$ cat src/rtl/en_tick_sched_pkg.sv
// ============================================================================
// Module      : en_tick_sched_pkg
// Description : Shared definitions for the enable-strobe scheduler: default
//               widths and the scheduler state encoding.
// Revision    : 1.0 - initial release
// ============================================================================
`default_nettype none

package en_tick_sched_pkg;

  // Default width of the period divisor
  localparam int DW_DEFAULT = 16;
  // Default width of the burst count and tick counter
  localparam int CW_DEFAULT = 8;

  // Scheduler states: IDLE=0, RUN=1, DONE=2
  typedef enum logic [1:0] {
    ST_IDLE = 2'd0,
    ST_RUN  = 2'd1,
    ST_DONE = 2'd2
  } state_t;

endpackage : en_tick_sched_pkg

`default_nettype wire

$ cat src/rtl/en_tick_sched_phase_counter.sv
// ============================================================================
// Module      : tick_phase_counter
// Description : Modulo-div phase counter. Counts 0..div-1 while enabled and
//               flags the terminal phase on tc. clr forces phase 0.
// Revision    : 1.0 - initial release
// ============================================================================
`default_nettype none

module tick_phase_counter
  import en_tick_sched_pkg::*;
#(
  parameter int DW = DW_DEFAULT
) (
  input  logic          clk,
  input  logic          reset,
  input  logic          clr,
  input  logic          en,
  input  logic [DW-1:0] div,
  output logic          tc
);

  localparam logic [DW-1:0] C_ONE = {{(DW-1){1'b0}}, 1'b1};

  logic [DW-1:0] r_ph;

  // Terminal phase is div-1; div is never 0 because the owner clamps it
  assign tc = (r_ph == (div - C_ONE));

  // Phase register: clear has priority, otherwise wrap at the terminal phase
  always_ff @(posedge clk or posedge reset) begin
    if (reset) begin
      r_ph <= '0;
    end else if (clr) begin
      r_ph <= '0;
    end else if (en) begin
      r_ph <= tc ? '0 : (r_ph + C_ONE);
    end
  end

endmodule : tick_phase_counter

`default_nettype wire

$ cat src/rtl/en_tick_sched.sv
// ============================================================================
// Module      : en_tick_sched
// Description : Programmable enable-strobe scheduler. Divides clk by a
//               configurable period and issues registered one-cycle tick
//               strobes, continuously or for a fixed burst, under a
//               start/stop/config control interface.
// Revision    : 1.0 - initial release
// ============================================================================
`default_nettype none

module en_tick_sched
  import en_tick_sched_pkg::*;
#(
  parameter int DW = DW_DEFAULT,
  parameter int CW = CW_DEFAULT
) (
  input  logic          clk,
  input  logic          reset,
  input  logic          cfg_valid,
  output logic          cfg_ready,
  input  logic [DW-1:0] cfg_div,
  input  logic [CW-1:0] cfg_count,
  input  logic          start,
  input  logic          stop,
  output logic          tick,
  output logic          busy,
  output logic          done,
  output logic [CW-1:0] tick_cnt
);

  localparam logic [DW-1:0] C_DIV_ONE = {{(DW-1){1'b0}}, 1'b1};
  localparam logic [CW-1:0] C_CNT_ONE = {{(CW-1){1'b0}}, 1'b1};

  state_t        r_state;
  state_t        w_state_nxt;

  logic [DW-1:0] r_div;
  logic [CW-1:0] r_cnt;
  logic [CW-1:0] r_tick_cnt;
  logic          r_tick;

  logic          w_cfg_accept;
  logic          w_start_run;
  logic          w_tick_nxt;
  logic          w_cnt_inc;
  logic          w_ph_clr;
  logic          w_ph_en;
  logic          w_tc;
  logic [CW-1:0] w_tick_cnt_inc;
  logic [DW-1:0] w_div_eff;

  // A zero divisor behaves as divide-by-one
  assign w_div_eff      = (cfg_div == '0) ? C_DIV_ONE : cfg_div;
  assign w_tick_cnt_inc = r_tick_cnt + C_CNT_ONE;

  tick_phase_counter #(
    .DW (DW)
  ) u_phase (
    .clk   (clk),
    .reset (reset),
    .clr   (w_ph_clr),
    .en    (w_ph_en),
    .div   (r_div),
    .tc    (w_tc)
  );

  // State register
  always_ff @(posedge clk or posedge reset) begin
    if (reset) begin
      r_state <= ST_IDLE;
    end else begin
      r_state <= w_state_nxt;
    end
  end

  // Next-state and datapath control; stop in RUN suppresses the pending tick
  always_comb begin
    w_state_nxt  = r_state;
    w_cfg_accept = 1'b0;
    w_start_run  = 1'b0;
    w_tick_nxt   = 1'b0;
    w_cnt_inc    = 1'b0;
    w_ph_clr     = 1'b0;
    w_ph_en      = 1'b0;
    case (r_state)
      ST_IDLE: begin
        w_cfg_accept = cfg_valid;
        if (start && !stop) begin
          w_state_nxt = ST_RUN;
          w_start_run = 1'b1;
          w_ph_clr    = 1'b1;
        end
      end
      ST_RUN: begin
        if (stop) begin
          w_state_nxt = ST_IDLE;
        end else begin
          w_ph_en = 1'b1;
          if (w_tc) begin
            w_tick_nxt = 1'b1;
            w_cnt_inc  = 1'b1;
            if ((r_cnt != '0) && (w_tick_cnt_inc == r_cnt)) begin
              w_state_nxt = ST_DONE;
            end
          end
        end
      end
      ST_DONE: begin
        w_state_nxt = ST_IDLE;
      end
      default: begin
        w_state_nxt = ST_IDLE;
      end
    endcase
  end

  // Config registers, tick counter and the registered strobe
  always_ff @(posedge clk or posedge reset) begin
    if (reset) begin
      r_div      <= C_DIV_ONE;
      r_cnt      <= '0;
      r_tick_cnt <= '0;
      r_tick     <= 1'b0;
    end else begin
      if (w_cfg_accept) begin
        r_div <= w_div_eff;
        r_cnt <= cfg_count;
      end
      if (w_start_run) begin
        r_tick_cnt <= '0;
      end else if (w_cnt_inc) begin
        r_tick_cnt <= w_tick_cnt_inc;
      end
      r_tick <= w_tick_nxt;
    end
  end

  assign tick      = r_tick;
  assign tick_cnt  = r_tick_cnt;
  assign cfg_ready = (r_state == ST_IDLE);
  assign busy      = (r_state == ST_RUN);
  assign done      = (r_state == ST_DONE);

endmodule : en_tick_sched

`default_nettype wire

$ cat config.mk
export PLATFORM = sky130hd
export DESIGN_NAME = en_tick_sched
export DESIGN_NICKNAME = d
export VERILOG_FILES = /design/src/rtl/en_tick_sched_pkg.sv /design/src/rtl/en_tick_sched_phase_counter.sv /design/src/rtl/en_tick_sched.sv
export SDC_FILE = /design/constraint.sdc
export NUM_CORES = 1
export LEC_CHECK = 0
export ABC_CLOCK_PERIOD_IN_PS = 5750
export BUFFER_PORTS_ARGS = -buffer_cell sky130_fd_sc_hd__buf_2
export CORE_MARGIN = 5
export CORE_UTILIZATION = 30
export CTS_CLUSTER_DIAMETER = 150
export DETAILED_ROUTE_END_ITERATION = 8
export PLACE_DENSITY = 0.45
export SYNTH_ARGS = -nofsm -noshare
export SYNTH_HDL_FRONTEND = slang
export SYNTH_HIERARCHICAL = 1
export SYNTH_SLANG_ARGS = --single-unit
$ cat constraint.sdc
create_clock -name clk -period 5.75 [get_ports clk]
set_input_delay 0.8625 -clock clk [delete_from_list [all_inputs] [get_ports clk]]
set_output_delay 0.8625 -clock clk [all_outputs]
set_load 0.1 [all_outputs]
==> results, run 1 <==
- The run finished with clean final reports.
- Based on the critical path, the design can be clocked at up to between 200 and 300 MHz.
- The final number of hold-violating endpoints is 0.
- Yosys printed 6 warnings.
- The final worst-path cycle share is slightly below 60%.
- Power comes to 0.000950 W.
- The peak-usage layer in the global routing report is met2.
- Measured along the y axis, the die boundary spans 115 um.
- For this design the total switching power over the nets is 0.000287 W.
- The met3 routing resource usage after global routing is 2.70%.
- The worst register-to-register path has a setup slack of about 2.3 ns.
- Fill cells in the final layout number 1106.
- Dividing the detail-routed via count by the number of cells gives 5.15.
- The pin slew with the least headroom to its limit is 1.22 ns.
- The clock transition at the registers of the reported paths is 0.10 ns.
- The remaining antenna violation count after routing is 0.
- The overall die width is 115 um.
- The number of antenna violations at the first check in global routing was 0.
- The detailed-routing iteration count for the pre-antenna-repair pass is 6.
- The number of buffers created by CTS is 5.
- The number of nets handed over by synthesis was 368.
- CTS built an H-tree with a depth of 2.
- For this run, design rule violations remaining after detail routing come to 0.
- For this configuration, the core starts out at a cell density of between 30% and 40%.
- The shortest period the worst path allows is 3.40 ns.
- The area occupied by multi-input gates is 0.00189 mm^2.
- The share of async-settable or async-resettable flops after synthesis is 100%.
- Entering global routing, the biggest net connects 36 pins.
- Setup violations remaining at the end of the flow were counted as 0.
- The proportion of power drawn by flip-flops and latches is 47.3%.
- The setup TNS is 0 ns.
- Global routing used between 10% and 20% of the available tracks.
- For this run the aggregate overflow at the end of global routing stands at 0.
- Setup repair after global routing left no endpoint under its margin.
- The combinational share of power is 20.9%.
- Counting buffers and inverters, the worst setup path is 13 cells deep.
- The number of top-level pins is 41.
- The region available for standard cell placement spans ~0.011 mm^2.
- Traced cell by cell, the critical path runs through inv_1 -> ha_1 -> xnor2_1 -> a211o_1 -> a2111oi_2 -> nand4_1 -> nor3_1 -> and3_1 -> nand3_1 -> inv_1 -> a21oi_1 -> nand2b_1 -> o31ai_1.
- In this run the tightest slew margin relative to its limit is about a fifth.
- The worst flop-to-flop path endpoint is tick_cnt[3]$_DFFE_PP0P_.
- The total setup buffers inserted after CTS is 0.
- The internal power of the cells totals 0.000663 W.
- The leakage power is 1.56 nW.
- The top cell type by total area after synthesis is sky130_fd_sc_hd__dfrtp_1.
- The fraction of layout cells with a size suffix above 1 is 25.1%.
- The area used by sequential logic in the layout is 0.00128 mm^2.
- Yosys attributes the largest share of cell area to sky130_fd_sc_hd__dfrtp_1 38%, sky130_fd_sc_hd__mux2_2 8.6%, sky130_fd_sc_hd__xnor2_1 4.5%.
- The xor/xnor cell area share of the yosys netlist is 9.26%.
- The first global-routing pass estimated 14000 um of wire.
- Of the total power, the clock network draws 31.8%.
- For this design the ratio of total power to cell area is roughly 250 mW/mm^2.
- The maximum clock insertion buffer count is 2.
- Global routing used 21.7% of the available met2 tracks.
- Counting flops with a built-in enable in the synthesized netlist gives 0.
- The share of the synthesized area in the top cell type is 38.1%.
- The adder and majority gate portion of the synthesized area is 1.14%.
- The floorplan has 38 rows.
- The highest ir drop seen on vdd is 0.143 mV.
- After clock tree synthesis, the flow added hold-fix buffers numbering 0.
- The number of buffers and inverters on the critical path is 2.
- STA puts the critical path data required time at 5.98 ns.
- Data arrives at the worst endpoint at ~3.6 ns.
- The gate family responsible for the most delay along the worst path is simple AND/OR/NAND/NOR gates.
- The max-cap violation count is 0.
- The most numerous cell type found on the critical path is sky130_fd_sc_hd__inv_1.
- Summed over all nets, the half-perimeter wirelength after detailed placement is 6130 um.
- The number of standard cells after synthesis is 336.
- After synthesis, the share of cell area in mux cells is 9.80%.
- For this run, the post-layout net count is 402.
- The sink count of the clock tree is 51.
- The worst hold path belongs to the class flip-flop to flip-flop.
- The violation count after the first detailed-route iteration is 115.
- Measured on the finished design, the core utilization comes to 34.6%.
- The synthesized-area fraction occupied by ao, oa, aoi and oai cells is between 10% and 20%.
- The worst register-to-register path begins at r_div[0]$_DFFE_PP1P_.
- Input and output buffers added on the ports amount to 40.
- The worst-path cell with the longest stage delay is sky130_fd_sc_hd__dfstp_2.
- TritonCTS built the clock tree.
- The clock tree root driver cell is sky130_fd_sc_hd__clkbuf_8.
- The worst setup path is captured at a flip-flop.
- The primary flip-flop cell chosen by synthesis mapping is sky130_fd_sc_hd__dfrtp_1.
- The via count of the first global-routing pass is 2725.
- The critical path class is flip-flop to flip-flop.
- The sequential cell area fraction in the yosys report is 38.9%.
- The routing usage on met1 is 17.9%.
- Sorting the synthesized cells by how often they occur yields 50 x sky130_fd_sc_hd__dfrtp_1, 25 x sky130_fd_sc_hd__mux2_2, 24 x sky130_fd_sc_hd__nand2_1, 21 x sky130_fd_sc_hd__nor2_1.
- Clock skew on the completed layout was measured at 0.0132 ns.
- The via total after detailed routing is ~2600.
- Among all cell types in the netlist, the one instantiated most often is sky130_fd_sc_hd__dfrtp_1.
- The simple-gate share of the synthesized area is 25.8%.
- The distinct cell type count after synthesis is 61.
- The area added between synthesis and finish is 13.8%.
- Each instance of the synthesized netlist takes up on average roughly 9.8 um^2.
- Final hold analysis gives a worst-case slack of 0.548 ns.
- The post-cts gate resize count is 0.
- The synthesized netlist occupies a cell area of 0.00328 mm^2.
- The fraction of power spent switching nets is 30.2%.
- After synthesis the netlist holds a flip-flop and latch count of 51.
- The count of pins over their slew limit came to 0.
- The critical path ends at tick_cnt[3]$_DFFE_PP0P_.
- After synthesis, the largest family of logic cells by area is simple AND/OR/NAND/NOR gates.
- The later pin in the worst-skew pair is clocked with a latency of 0.31 ns.
- The number of antenna repair diodes is 0.
- The depth of the worst register-to-register path is 13.
- The delay of the slowest cell on the worst path is 0.58 ns.
- The total wire length after detailed routing is 8120 um.
- The largest fanout on the critical path is 8.
- At the end of routability-driven placement, the weighted congestion stood at around 0.80.
- STA classifies the critical path startpoint as a flip-flop.
- The overall die area is 0.0131 mm^2.
- In the final routed layout, each cell accounts on average for 15.9 um.
- Tracing the worst setup path back leads to its startpoint at r_div[0]$_DFFE_PP1P_.
tightest hold or removal path, delay by kind of cell (launching register included):
kind | cells | cell delay (ns)
DFF | 1 | 0.41
and+or+nand+nor | 1 | 0.10
AOI/OAI and AO/OA | 1 | 0.05
power groups by stage:
stage               clock network, W  registers (W)  logic, W
finish                      0.000302       0.000449  0.000198
global route                0.000325       0.000458  0.000222
CTS                         0.000317       0.000451  0.000201
detailed placement                 0       0.000457  0.000200
global placement                   0       0.000457  0.000200
floorplan                          0       0.000438  0.000163
sequential cells by signal, indices dropped and copies added (netlist names):
name	cells
r_div	16
r_state	2
r_cnt	8
tick	1
tick_cnt	8
u_phase/r_ph	16
worst min path at each step:
stage                               from                   end  slack [ns]  depth (start not counted)
finish              r_div[0]$_DFFE_PP1P_  r_div[0]$_DFFE_PP1P_        0.55                          2
detailed placement  r_div[0]$_DFFE_PP1P_  r_div[0]$_DFFE_PP1P_        0.53                          2
CTS                 r_div[0]$_DFFE_PP1P_  r_div[0]$_DFFE_PP1P_        0.55                          2
global route        r_div[0]$_DFFE_PP1P_  r_div[0]$_DFFE_PP1P_        0.56                          2
floorplan           r_cnt[2]$_DFFE_PP0P_  r_cnt[2]$_DFFE_PP0P_        0.50                          1
global placement    r_div[0]$_DFFE_PP1P_  r_div[0]$_DFFE_PP1P_        0.53                          2
routing by layer:
layer | part of all wire [%] | routed length, um | up-vias
met4 | 1.3 | 106 | 0
li1 | - | - | 1296
met3 | 3.6 | 296 | 8
met1 | 48 | 3920 | 1282
met5 | 0 | 0 | -
met2 | 47 | 3800 | 48
placed cells by master, fill, tap and decap left out, drive strengths merged, types with 2 or more instances in the layout:
cell type,count
a211o,3
a211oi,4
a21o,2
a21oi,6
and2,3
and3,4
buf,41
bufinv,2
clkbuf,5
dfrtp,50
ha,3
inv,13
mux2,25
mux2i,4
nand2,24
nand2b,4
nand3,18
nand3b,2
nand4,11
nor2,21
nor2b,6
nor3,17
nor3b,2
nor4,18
nor4b,2
o2111ai,2
o211a,2
o21a,2
o21ai,13
o311ai,2
o31ai,3
o32ai,2
or3,5
or4,2
xnor2,17
xor2,15
cell type report:
cell class	instances	share of cell area, %
tap	140	4.69
inverter	13	1.31
sequential	51	34.2
timing repair buffer	41	5.56
multi-input combinational	258	50.6
clock buffer	5	1.84
clock inverter	3	1.81
logic make-up (layout without fill, tap and decap cells):
group,count (synthesis),in the layout
adder cells (fa/ha/maj),3,3
buffers and inverters,27,62
flip-flops,51,51
multiplexers,29,29
XOR/XNOR,33,33
AND/OR/NAND/NOR,144,144
AO/OA/AOI/OAI,49,49
through the flow:
step	setup WS (ns)	cells	area, um^2
2_1_floorplan	2.74	336	3280
3_3_place_gp	2.43	503	3600
3_5_place_dp	2.37	503	3600
4_1_cts	2.33	511	3730
5_1_grt	2.00	511	3730
6_report	2.35	511	3730
(Power assumes the default switching activity.)
==> run 2, diff against run 1 <==
--- a/config.mk
+++ b/config.mk
@@ -5,7 +5,7 @@
 export SDC_FILE = /design/constraint.sdc
 export NUM_CORES = 1
 export LEC_CHECK = 0
-export ABC_CLOCK_PERIOD_IN_PS = 5750
+export ABC_CLOCK_PERIOD_IN_PS = 3500
 export BUFFER_PORTS_ARGS = -buffer_cell sky130_fd_sc_hd__buf_2
 export CORE_MARGIN = 5
 export CORE_UTILIZATION = 30
==> constraint.sdc (replaced) <==
create_clock -name clk -period 3.5 [get_ports clk]
set_input_delay 0.525 -clock clk [delete_from_list [all_inputs] [get_ports clk]]
set_output_delay 0.525 -clock clk [all_outputs]
set_load 0.1 [all_outputs]
==> run 2 against run 1 <==
  * First-iteration DRC count shrank 14%
  * Die area unchanged
  * Design area rose by 0.70%
  * Highest routed layer unchanged
==> results, run 2 (synthesized netlist as in run 1, its figures left out) <==
- The count of pins over their slew limit is 0 (unchanged).
- The maximum operating frequency is 310 MHz (+5.5%).
- The critical path data required time is 3.70 ns (-2.28 ns).
- The top metal layer carrying routed signals is met4.
- The endpoint type of the worst setup path is a flip-flop.
- The total setup buffers inserted after CTS came to 0 (unchanged).
- The most frequent standard cell in the layout excluding fill and tap cells is sky130_fd_sc_hd__dfrtp_1.
- The leakage power was 1.59 nW (+1.7%).
- The area used by sequential logic in the layout was 0.00128 mm^2 (unchanged).
- The area of all placed cells without fillers was 0.00376 mm^2 (+0.70%).
- The initial core utilization came to 30.4% (unchanged).
- The number of buffers created by CTS is 5 (unchanged).
- The worst min-delay path class is primary input to async pin.
- The sink count of the clock tree is 51 (unchanged).
- The maximum clock insertion buffer count was 2 (unchanged).
- The combinational share of power is 21.8% (+0.9 points).
- The area added between synthesis and finish is 14.6%.
- The max-cap violation count came to 0 (unchanged).
- The worst setup slack after layout is 0.275 ns (-2.07 ns).
- The clock transition at the registers of the reported paths is 0.10 ns (about the same).
- The proportion of power drawn by flip-flops and latches is 49.0% (+1.7 points).
- The overall die width is 115 um (unchanged).
- The sum of buffers and inverters on the critical path was 1 (-1).
- The setup TNS is 0 ns (unchanged).
- By startpoint and endpoint, the worst setup path is classified as flip-flop to flip-flop.
- The pre-CTS setup slack is 0.303 ns (-2.06 ns).
- The startpoint type of the worst setup path is a flip-flop.
- The final weighted congestion of routability-driven global placement is 0.777 (-2.5%).
- In the layout the commonest cells are 50 x sky130_fd_sc_hd__dfrtp_1, 40 x sky130_fd_sc_hd__buf_2, 25 x sky130_fd_sc_hd__mux2_2.
- The number of stages on the worst setup path was 12 (-1).
- The endpoint arrival time on the critical path is 3.42 ns (-0.21 ns).
- The number of endpoints failing setup at the final stage is 0 (unchanged).
- The height of the die was 115 um (unchanged).
- The source of the critical timing path is r_div[1]$_DFFE_PP0P_.
- The fraction of layout cells with a size suffix above 1 is 26.3% (+1.2 points).
- The wire length on met1 is 3800 um (-3.1%).
- The overall die area is 0.0131 mm^2 (unchanged).
- The largest net degree at the start of global routing is 36 (unchanged).
- The worst slew margin relative to its limit came to 49.2% (+30 points).
- The fraction of power spent switching nets came to 31.0% (+0.79 points).
- The portion of total power attributed to the clock network is 29.2% (-2.6 points).
- The tree is rooted in a sky130_fd_sc_hd__clkbuf_8.
- The post-cts gate resize count came to 0 (unchanged).
- In this run the critical register-to-register path is launched from r_div[1]$_DFFE_PP0P_.
- The detailed-route wire length per cell is 15.8 um (-0.72%).
- The number of top-level pins was 41 (unchanged).
- The area occupied by multi-input gates was 0.00189 mm^2 (unchanged).
- The largest registers in the layout are r_div (16), u_phase/r_ph (16).
- The final cell utilization of the core is 34.8% (+0.24 points).
- The detailed-routing iteration count for the pre-antenna-repair pass is 4 (-2).
- The via total after detailed routing is 2678 (+1.7%).
- The shortest period the worst path allows is 3.22 ns (-0.179 ns).
- The highest ir drop seen on vdd is 0.168 mV (+18%).
- The cell-internal power came to 0.00104 W (+57%).
- The H-tree depth is 2 (unchanged).
- The final number of hold-violating endpoints is 0 (unchanged).
- Setup repair after global routing left no endpoint under its margin.
- The wire length on met2 is 4020 um (+5.9%).
- The global routing usage summed across all routing layers came to 13.4% (+0.015 points).
- Among cell families on the critical path, the largest total delay comes from simple AND/OR/NAND/NOR gates.
- The DRC violation count after routing came to 0 (unchanged).
- The number of antenna repair diodes is 0 (unchanged).
- The placed standard-cell area was 0.00364 mm^2 (+1.3%).
- The pin slew with the least headroom to its limit is 0.760 ns (-0.456 ns).
- The largest fanout on the critical path was 7 (-1).
- The signal on the critical path passes through inv_1 -> ha_1 -> nor3b_1 -> a31oi_1 -> and4bb_2 -> o32ai_4 -> nor3_1 -> and3_1 -> nand3_1 -> a211o_1 -> nor4_1 -> nor2_1.
- The via count of the first global-routing pass came to 2796 (+2.6%).
- The global-route wire length before repair came to 14000 um (about the same).
- The filler cell count in the final layout came to 1102 (-0.36%).
- The remaining antenna violation count after routing was 0 (unchanged).
- The overflow left after global routing is 0 (unchanged).
- The number of buffers added on ports came to 40 (unchanged).
- The ratio of total power to cell area is 400 mW/mm^2 (+57%).
- The clock latency on the worst-skew pair is 0.31 ns (about the same).
- The wire length on met3 was 240 um (-19%).
- The violation count after the first detailed-route iteration is 99 (-14%).
- The flow ran to the end, and the final reports show no timing, DRC or antenna violations.
- The delay of the slowest cell on the worst path is 0.64 ns (+0.06 ns).
- The worst-path cell with the longest stage delay is sky130_fd_sc_hd__nor3b_1.
- The count of nets after finishing is 408 (+1.5%).
- The TritonCTS clock tree is done.
- The final setup skew came to 0.0102 ns (-0.00292 ns).
- The standard cell core area is 0.0108 mm^2 (unchanged).
- The number of buffers inserted for hold repair after clock tree synthesis is 0 (unchanged).
- The total wire length after detailed routing was 8160 um (+0.44%).
- The total power came to 0.00151 W (+59%).
- The number of antenna violations at the first check in global routing was 0 (unchanged).
- The final worst-path cycle share is 92.1% (+33 points).
- The row count is 38 (unchanged).
- The HPWL reported at the end of detailed placement is 6160 um (+0.51%).
- The post-detailed-route via-to-cell ratio is 5.18 (+0.49%).
- The depth of the worst register-to-register path is 12 (-1).
- The power spent charging and discharging nets is 0.000466 W (+63%).
## run 2: cell types whose count changed in the layout (fill, tap and decap cells not counted)
| cell | previous run | this run |
|---|---|---|
| sky130_fd_sc_hd__bufinv_16 | 2 | 1 |
| sky130_fd_sc_hd__buf_4 | 1 | 7 |
| sky130_fd_sc_hd__clkbuf_8 | 5 | 6 |
| sky130_fd_sc_hd__clkinv_2 | 0 | 1 |
| sky130_fd_sc_hd__clkinvlp_4 | 1 | 0 |
## run 2: final cells by class
type	count	share of cell area (%)
sequential	51	34.0
clock buffer	6	2.20
tap	140	4.66
multi-input combinational	258	50.2
clock inverter	2	0.932
timing repair buffer	47	6.72
inverter	13	1.30
## run 2: stage by stage
stage,hold WS (ns),instances
after floorplan,0.439,336
after global placement,0.537,509
after detailed placement,0.538,509
after CTS,0.327,517
after global routing,0.381,517
final,0.304,517
## run 2: worst paths after layout
kind | to | slack (ns)
max in group asynchronous | u_phase/r_ph[8]$_DFFE_PP0P_ | 2.78
setup / recovery | r_state[0]$_DFFE_PP0P_ | 0.28
hold reg to reg | r_div[0]$_DFFE_PP1P_ | 0.55
min in group clk | r_cnt[5]$_DFFE_PP0P_ | 0.45
setup reg to reg | r_state[0]$_DFFE_PP0P_ | 0.28
hold / removal | u_phase/r_ph[15]$_DFFE_PP0P_ | 0.30
## run 2: power by group through the flow
| stage | sequential [W] | clock (W) | combinational (W) |
|---|---|---|---|
| finish | 0.000737 | 0.000440 | 0.000328 |
| CTS | 0.000740 | 0.000458 | 0.000333 |
| detailed placement | 0.000750 | 0 | 0.000333 |
| global route | 0.000752 | 0.000479 | 0.000366 |
| floorplan | 0.000719 | 0 | 0.000267 |
| global placement | 0.000751 | 0 | 0.000331 |
## run 2: routing by layer
layer / vias up / global-route usage, %
met5: - / 0
met4: 0 / 3.80
met3: 8 / 2.17
met2: 40 / 22.9
met1: 1311 / 17.3
li1: 1319 / -
